==> config.mk <==
export PLATFORM = sky130hd
export DESIGN_NAME = id_ex_pipeline_reg
export DESIGN_NICKNAME = d
export VERILOG_FILES = /design/src/rtl/id_ex_pipeline_reg.sv
export SDC_FILE = /design/constraint.sdc
export NUM_CORES = 1
export LEC_CHECK = 0
export CAP_MARGIN = 20
export CORE_AREA = 5 5 153 155
export CTS_CLUSTER_SIZE = 10
export DETAILED_ROUTE_END_ITERATION = 8
export DIE_AREA = 0 0 158 160
export PLACE_DENSITY = 0.75
export SYNTH_ARGS = -nofsm -noshare
export SYNTH_HDL_FRONTEND = slang
export SYNTH_SLANG_ARGS = --single-unit
==> constraint.sdc <==
create_clock -name i_clk -period 1 [get_ports i_clk]
set_clock_uncertainty 0.2 [all_clocks]
set_input_delay 0.1 -clock i_clk [delete_from_list [all_inputs] [get_ports i_clk]]
set_output_delay 0.1 -clock i_clk [all_outputs]
set_load 0.01 [all_outputs]
==> src/rtl/id_ex_pipeline_reg.sv <==
// ID/EX pipeline register: latches decoded control and operands, inserts bubbles on flush, holds on stall/halt.
// Optional bubble/stall performance counters are built when ID_EX_PERF_CNT_EN is defined.
module id_ex_pipeline_reg #(
  parameter int unsigned DATA_SZ     = 32,
  parameter int unsigned REG_ADDR_SZ = 5,
  parameter int unsigned FUNCT_SZ    = 6,
  parameter int unsigned CTRL_SZ     = 15,
  parameter int unsigned CNT_SZ      = 32
) (
  input  logic                   i_clk,
  input  logic                   i_reset,
  input  logic                   i_enable,
  input  logic                   i_stall,
  input  logic                   i_flush,
  input  logic                   i_valid_D,
  input  logic [CTRL_SZ-1:0]     i_ctrl_D,
  input  logic [DATA_SZ-1:0]     i_rs_data_D,
  input  logic [DATA_SZ-1:0]     i_rt_data_D,
  input  logic [DATA_SZ-1:0]     i_imm_ext_D,
  input  logic [DATA_SZ-1:0]     i_pc8_D,
  input  logic [REG_ADDR_SZ-1:0] i_rs_D,
  input  logic [REG_ADDR_SZ-1:0] i_rt_D,
  input  logic [REG_ADDR_SZ-1:0] i_rd_D,
  input  logic [FUNCT_SZ-1:0]    i_funct_D,
  output logic [CTRL_SZ-1:0]     o_ctrl_E,
  output logic                   o_valid_E,
  output logic [DATA_SZ-1:0]     o_rs_data_E,
  output logic [DATA_SZ-1:0]     o_rt_data_E,
  output logic [DATA_SZ-1:0]     o_imm_ext_E,
  output logic [DATA_SZ-1:0]     o_pc8_E,
  output logic [REG_ADDR_SZ-1:0] o_rs_E,
  output logic [REG_ADDR_SZ-1:0] o_rt_E,
  output logic [REG_ADDR_SZ-1:0] o_rd_E,
  output logic [FUNCT_SZ-1:0]    o_funct_E,
  output logic [CNT_SZ-1:0]      o_bubble_cnt,
  output logic [CNT_SZ-1:0]      o_stall_cnt
);

  logic bubble;
  logic hold;

  // Flush beats stall and halt; an invalid decode slot also becomes a bubble.
  always_comb begin
    bubble = i_flush | (~i_stall & i_enable & ~i_valid_D);
    hold   = ~i_flush & (i_stall | ~i_enable);
  end

  always_ff @(posedge i_clk) begin
    if (i_reset || bubble) begin
      o_ctrl_E    <= '0;
      o_valid_E   <= 1'b0;
      o_rs_data_E <= '0;
      o_rt_data_E <= '0;
      o_imm_ext_E <= '0;
      o_pc8_E     <= '0;
      o_rs_E      <= '0;
      o_rt_E      <= '0;
      o_rd_E      <= '0;
      o_funct_E   <= '0;
    end else if (!hold) begin
      o_ctrl_E    <= i_ctrl_D;
      o_valid_E   <= 1'b1;
      o_rs_data_E <= i_rs_data_D;
      o_rt_data_E <= i_rt_data_D;
      o_imm_ext_E <= i_imm_ext_D;
      o_pc8_E     <= i_pc8_D;
      o_rs_E      <= i_rs_D;
      o_rt_E      <= i_rt_D;
      o_rd_E      <= i_rd_D;
      o_funct_E   <= i_funct_D;
    end
  end

`ifdef ID_EX_PERF_CNT_EN
  logic [CNT_SZ-1:0] bubble_cnt;
  logic [CNT_SZ-1:0] stall_cnt;

  // Saturating counters; a stall edge that also flushes counts only as a bubble.
  always_ff @(posedge i_clk) begin
    if (i_reset) begin
      bubble_cnt <= '0;
      stall_cnt  <= '0;
    end else begin
      if (bubble && (bubble_cnt != '1))
        bubble_cnt <= bubble_cnt + CNT_SZ'(1);
      if (i_stall && !i_flush && (stall_cnt != '1))
        stall_cnt <= stall_cnt + CNT_SZ'(1);
    end
  end

  assign o_bubble_cnt = bubble_cnt;
  assign o_stall_cnt  = stall_cnt;
`else
  assign o_bubble_cnt = '0;
  assign o_stall_cnt  = '0;
`endif

endmodule

---- After elaboration in Yosys (flattened, before gate mapping) ----
Cells that the tools add are included.
storage, ports and cells
  register bits ........................... 165
  bits of input ports ..................... 170
  output and inout port bits .............. 229
  logic and storage cells ................. 20
operators by class
  bitwise logic cells ..................... 9
  reductions and logical operators ........ 1
operator list
  operator           count
  inverter 1 bit     4
  bitwise AND 1 bit  3
  bitwise OR 1 bit   2
  logical OR 1 bit   1

---- Logic depth before layout (Yosys ltp) ----
Gate-level depths: netlist of the first run.
  word-level depth ........................ 5
  depth in mapped cells ................... 5
  gate-level depth less buffers ........... 3

---- Worst setup path before layout of the first run ----
OpenSTA, ideal clock, no wires.
  kind .................................... input -> register
  from .................................... input port i_stall
  to ...................................... register o_imm_ext_E[0]
  library setup time ...................... 0.070 ns
  arrival time ............................ 0.799 ns
  data required time ...................... 0.730 ns
  slack ................................... -0.069 ns
  stages on the path ...................... 5
  path buffers ............................ 2
  path through ............................ and2b_2 > buf_6 > buf_6 > nand3_1 > a21oi_1
on the way
  longest elaborated chain between the ends .. 5
  elaborated cells between the ends (all ways) .. 7
  classes of those cells .................. bitwise (6); reduce/logical (1)
ends and longest elaborated chain
  what                             line  text
  start, declared                  13    input logic i_stall,
  inverter 1 bit                   44    bubble = i_flush | (~i_stall & i_enable & ~i_valid_D);
  bitwise AND 1 bit (2 in series)  44
  bitwise OR 1 bit                 44
  logical OR 1 bit                 49    if (i_reset || bubble) begin
  end signal, assigned             65    o_imm_ext_E <= i_imm_ext_D;
  end, declared                    29    output logic [DATA_SZ-1:0] o_imm_ext_E,
Parallel ways exist; a longest one is shown, timed or not.
A chain may end at the register's enable or synchronous reset.

---- Worst setup path after layout of the first run ----
  from .................................... register o_rt_E[2]
  to ...................................... output port o_rt_E[2]
RTL lines
  what                    line  text
  start, declared         32    output logic [REG_ADDR_SZ-1:0] o_rt_E,
  start signal, assigned  68    o_rt_E <= i_rt_D;
No word-level cell between the ends.

==> results.yml, run 1 <==
grt:
  grt_usage_pct: 19.4
  grt_pass1_vias: 6885
  antenna_found_initial: 1
  grt_max_degree: 39
  grt_pass1_wl_um: 38500
  grt.overflow.total: 0
yosys:
  synthSimpleGateAreaFrac_pct: 22.5
  synth_warnings: 0
  synthXorXnorAreaFrac_pct: 0
  synth_cell_types: 13
  synth_area_um2: 6500
  synth_seq_area_share_pct: 50.8
  synth_compound_area_share_pct: 12.7
  synthMuxAreaShare_pct: 0
  synth_top_family_by_area: "simple AND/OR/NAND/NOR gates"
  synth-seq-cells: 165
  postSynthAreaPerCell_um2: 8.13
  synthAdderAreaFrac_pct: 0
  synth_cells: 800
placement:
  hpwl_um: 16800
  gp_congestion: 0.796
  io_buffers: 334
  placed_area_um2: 10400
sta:
  period_share_pct: 119
  finalCriticalPeriod_ps: 1190
  drv_slew: 0
  rsz0062_at_grt: "true"
  hold_ws_ps: -179
  setup_ws_ps: -190
  setup_violations: 197
  setup-tns-final_ps: -25970
  finalHoldViolCount: 14
  max_freq_mhz: 840
worst_setup_path:
  r2r-start: "o_rs_data_E[30]"
  crit_path_start_kind: "flip-flop"
  path_delay_family: "flip-flops"
  reg2regPathDepth: 3
  slowest_delay_ps: 360
  required_ps: 700
  cp.arrival_ps: 890
  crit_cells: 1
  cp_slowest_cell: "dfxtp_2"
  path_buf_inv: 1
  critPathMaxFanout: 2
  criticalPathCategory: "flip-flop to primary output"
  path_cells: "buf_6"
  crit_path_end_kind: "primary output"
  startpoint: "o_rt_E[2]"
  r2r_slack_ps: 60
  reg2reg_to: "o_rs_data_E[30]"
floorplan:
  dieHeight_um: 160
  die_w_um: 158
  std_cell_rows: 54
  dieArea_um2: 25300
  ios: 399
  core_um2: 21700
  start_util_pct: 30.0
route:
  first_pass_iters: 4
  num_vias: 7098
  drc: 0
  postRouteWirelength_um: 28100
  vias_per_cell: 4.76
  drtIter0Drc: 322
  ant_nets: 0
  wire_per_inst_um: 18.8
worst_hold_path:
  holdPathStages: 3
  hp-start: "i_valid_D"
  min_path_type: "input pin to flip-flop"
  holdPathEnd: "o_ctrl_E[4]"
cts:
  clockRootBuffer: "clkbuf_16"
  clock_sinks: 165
  clk_pin_slew_worst_paths_ps: 70
  clock_path_buffers: 2
  clkLatencyLatePin_ps: 400
  numCtsBuffers: 17
  cts_tree: "yes"
  ctsHtreeMaxLevel: 4
status:
  outcome: "finished with violations"
  failed_checks: "hold timing, setup timing"
pwr:
  total_power_w: 0.0161
  powerDensity_nw_per_um2: 1250
  ir_worst_vdd_v: 0.000986
  leakagePower_nw: 4.90
cells_and_area:
  antennaDiodeCount: 0
  fin_util_pct: 59.4
  layout.nets: 1369
  drive_gt1_share_pct: 49.5
  design_area_um2: 12900
  syn_to_final_growth_pct: 98.0
flow_run:
  maxCapViolations: 0
routing by layer:
layer / up-vias / global-route usage, % / part of all wire [%]
li1: 3368 / - / -
met1: 3334 / 20.8 / 35
met2: 338 / 34.3 / 51
met3: 56 / 8.28 / 11
met4: 2 / 5.82 / 3.0
met5: - / 0 / 0.046
repair_timing:
action                     in CTS  in global routing
hold endpoints to repair       78                 21
gates resized for setup      1042                106
setup buffers                  16                 22
gates cloned                   14                  9
pin swaps                      12                 63
setup endpoints to repair     330                315
metrics by stage:
step                      instances  setup WS, ps
final                          1492          -190
after CTS                      1466          -214
after detailed placement       1404          -720
after global routing           1492          -233
after floorplan                 863         -69.3
after global placement         1404          -708
registers in the layout, indices dropped and copies added, names as in the netlist:
register / flops
o_imm_ext_E: 32
o_pc8_E: 32
o_rs_data_E: 32
o_rt_data_E: 32
o_ctrl_E: 15
o_funct_E: 6
o_rd_E: 5
o_rs_E: 5
o_rt_E: 5
o_valid_E: 1
cells in the mapped netlist (all sizes together):
master,instances,area share (%)
a21oi,165,13
and2b,1,0.13
buf,119,13
clkbuf,17,0.98
conb,1,0.058
dfxtp,165,51
nand2,166,9.6
nand2b,1,0.096
nand3,164,13
or2,1,0.096
cell families after synthesis:
logic type	after synthesis
simple gates	333
compound gates	165
flops	165
buf+inv	136
other cells	1
worst max-delay path by stage:
stage	end	slack, ps
2_1_floorplan	o_imm_ext_E[10]	-70
3_3_place_gp	o_rs_data_E[23]	-710
3_5_place_dp	o_rs_data_E[24]	-720
4_1_cts	o_rt_data_E[16]	-210
5_1_grt	o_rt_E[2]	-230
6_report	o_rt_E[2]	-190
power breakdown:
group	internal (W)	switching [W]
registers	0.00667	0.0000625
logic	0.00148	0.00116
clock network	0.00364	0.00304
tightest hold or removal path, stage by stage:
cell and delay [ps]:
buf_6 140, nand3_1 90, a21oi_1 60
cell usage in the layout, fill, tap and decap left out:
master,n
or2_4,1
nand2b_4,1
clkdlybuf4s15_1,2
conb_1,64
nand2_1,166
inv_6,7
clkinv_4,1
inv_8,2
clkdlybuf4s50_1,164
a21oi_1,112
nand3_2,52
nand3_1,103
buf_12,23
a21oi_2,53
and2b_4,1
dfxtp_2,165
bufbuf_16,3
buf_4,57
buf_6,174
clkinv_8,2
clkbuf_16,26
bufinv_16,1
nand3_4,9
clkbuf_8,1
buf_8,7
clkbuf_1,1
buf_16,13
buf_2,1
area by class of cell:
| cell class | count | area, µm² |
|---|---|---|
| timing repair buffer | 453 | 5300 |
| clock inverter | 13 | 155 |
| fill | 1728 | 8820 |
| multi-input combinational | 562 | 3110 |
| clock buffer | 19 | 443 |
| tap | 280 | 350 |
| sequential | 165 | 3510 |
Power figures use the tool's default switching activity.
==> run 2, diff against run 1 <==
--- a/config.mk
+++ b/config.mk
@@ -6,10 +6,10 @@
 export NUM_CORES = 1
 export LEC_CHECK = 0
 export CAP_MARGIN = 20
-export CORE_AREA = 5 5 153 155
+export CORE_AREA = 4 4 152 154
 export CTS_CLUSTER_SIZE = 10
 export DETAILED_ROUTE_END_ITERATION = 8
-export DIE_AREA = 0 0 158 160
+export DIE_AREA = 0 0 156 158
 export PLACE_DENSITY = 0.75
 export SYNTH_ARGS = -nofsm -noshare
 export SYNTH_HDL_FRONTEND = slang
==> constraint.sdc (replaced) <==
create_clock -name i_clk -period 1 [get_ports i_clk]
set_clock_uncertainty 0.2 [all_clocks]
set_input_delay 0.1 -clock i_clk [delete_from_list [all_inputs] [get_ports i_clk]]
set_output_delay 0.1 -clock i_clk [all_outputs]
set_load 0.02 [all_outputs]
==> run 2 against run 1 <==
Against the previous run:
- the flow still finishes with violations (hold timing, setup timing)
- cell count rose by 0.47%
- critical path depth did not move
- largest cell class unchanged
- via count fell by 1.4%
- combinational power fell by 2%
- global-route usage fell by 0.70 points
- flip-flop and latch count did not move
- non-clock buffer count rose by 7
- clock-buffer cell count did not move
- die area fell by 2.5%
- sequential share of layout area rose by 1.0 points
- setup slack got worse by 13 ps
- design area fell by 3.6%
==> results.yml, run 2 (synthesized netlist as in run 1, its figures left out) <==
status:
  outcome: "finished with violations"
  failed_checks: "hold timing, setup timing"
floorplan:
  dieHeight_um: 158
  start_util_pct: 30.0
  core_um2: 21700
  std_cell_rows: 54
  die_w_um: 156
  dieArea_um2: 24600
  ios: 399
placement:
  hpwl_um: 16500
  placed_area_um2: 10500
  gp_congestion: 0.816
  post-place-ws_ps: -676
  dpl.cell_count: 1411
  io_buffers: 334
sta:
  setup_ws_ps: -203
  hold_ws_ps: -2.13
  period_share_pct: 120
  finalCriticalPeriod_ps: 1200
  finalHoldViolCount: 1
  max_freq_mhz: 831
  rsz0062_at_grt: "true"
  drv_slew: 0
  setup_violations: 165
grt:
  grt_pass1_vias: 6936
  grt.overflow.total: 0
  antenna_found_initial: 0
  grt_max_degree: 28
  grt_pass1_wl_um: 36600
  grt_usage_pct: 18.7
cts:
  ctsHtreeMaxLevel: 4
  clkLatencyLatePin_ps: 410
  clockRootBuffer: "clkbuf_16"
  numCtsBuffers: 17
  clk_pin_slew_worst_paths_ps: 70
  cts_tree: "yes"
  clock_path_buffers: 2
  clock_sinks: 165
cells_and_area:
  syn_to_final_growth_pct: 90.8
  layout_commonest_cell: "buf_6"
  layout.nets: 1376
  final_cells: 1499
  final_cell_mix: "buf_6, nand2_1, clkdlybuf4s50_1, dfxtp_2, a21oi_1"
  drive_gt1_share_pct: 45.6
  num-fill-cells: 1842
  fin_util_pct: 57.2
  design_area_um2: 12400
  antennaDiodeCount: 0
route:
  drc: 0
  vias_per_cell: 4.67
  wire_per_inst_um: 16.8
  num_vias: 7002
  drtIter0Drc: 369
  first_pass_iters: 6
  ant_nets: 0
  postRouteWirelength_um: 25200
worst_setup_path:
  startpoint: "o_imm_ext_E[16]"
  cp_slowest_cell: "dfxtp_4"
  r2r-start: "o_rt_data_E[23]"
  path_delay_family: "flip-flops"
  cp.arrival_ps: 900
  criticalPathCategory: "flip-flop to primary output"
  path_buf_inv: 1
  crit_path_start_kind: "flip-flop"
  path_cells: "buf_6"
  critPathMaxFanout: 2
  crit_path_end_kind: "primary output"
  required_ps: 700
  slowest_delay_ps: 360
pwr:
  leakagePower_nw: 4.81
  power_frac_comb_pct: 16.7
  p_int_w: 0.0114
  p_sw_share_pct: 27.0
  power.switching_w: 0.00421
  clkPwrFrac_pct: 40.2
  powerDensity_nw_per_um2: 1260
  pwr-share-seq_pct: 43.1
  ir_worst_vdd_v: 0.00111
flow_run:
  maxCapViolations: 0
worst_hold_path:
  min_path_type: "input pin to flip-flop"
  hp-start: "i_valid_D"
==> run 2: layout make-up <==
cell class                      count  area (µm²)  share of cell area, %
Clock buffer                       19         443                   3.57
Tap cell                          280         350                   2.82
Timing Repair Buffer              460        5160                   41.6
Clock inverter                     13         114                  0.918
Sequential cell                   165        3510                   28.3
Multi-Input combinational cell    562        2830                   22.8
==> run 2: power groups by stage <==
stage,combinational [W],sequential (W),clock (W)
2_1_floorplan,0.00103,0.00695,0
3_3_place_gp,0.00219,0.00685,0
3_5_place_dp,0.00219,0.00685,0
4_1_cts,0.00256,0.00673,0.00645
5_1_grt,0.00276,0.00673,0.00673
6_report,0.00260,0.00673,0.00627
==> run 2: worst paths after layout <==
kind / to / slack [ps] / cells after the start
hold reg to reg: o_rs_data_E[15] / 250 / 2
setup reg to reg: o_rt_data_E[23] / 30 / 4
hold / removal: o_rs_data_E[16] / -2 / 4
setup / recovery: o_imm_ext_E[16] / -200 / 1
==> run 2: tightest hold or removal path: cells and delay by family <==
kind | cells | cell delay [ps]
buf+inv | 2 | 350
compound gates | 1 | 50
simple gates | 1 | 60
==> run 2: per-stage QoR <==
stage | TNS (ps) | total power [W]
after detailed placement | -139470 | 0.00904
final | -26760 | 0.0156
after floorplan | -8480 | 0.00798
after global routing | -33280 | 0.0162
after CTS | -31040 | 0.0157
after global placement | -134370 | 0.00903
==> run 2: per-layer routing <==
layer | part of all wire [%] | vias to the layer above | global-route usage [%]
met4 | 2.0 | 0 | 5.38
met5 | 0 | - | 0
met2 | 51 | 313 | 32.9
met3 | 10 | 32 | 7.00
li1 | - | 3371 | -
met1 | 37 | 3286 | 21.1
==> run 2: timing repair <==
item | 4_1_cts | 5_1_grt
hold endpoints to repair | 24 | 2
endpoints found under the setup margin | 330 | 205
resized for setup | 1216 | 19
cloned | 11 | 1
buffers inserted | 23 | 26
pin swaps | 25 | 10
==> run 3, diff against run 2 <==
--- a/config.mk
+++ b/config.mk
@@ -10,6 +10,7 @@
 export CTS_CLUSTER_SIZE = 10
 export DETAILED_ROUTE_END_ITERATION = 8
 export DIE_AREA = 0 0 156 158
+export HOLD_SLACK_MARGIN = 0.15
 export PLACE_DENSITY = 0.75
 export SYNTH_ARGS = -nofsm -noshare
 export SYNTH_HDL_FRONTEND = slang
==> results of run 3 <==
No change in the layout: final DEF, timing and power equal those of run 2.
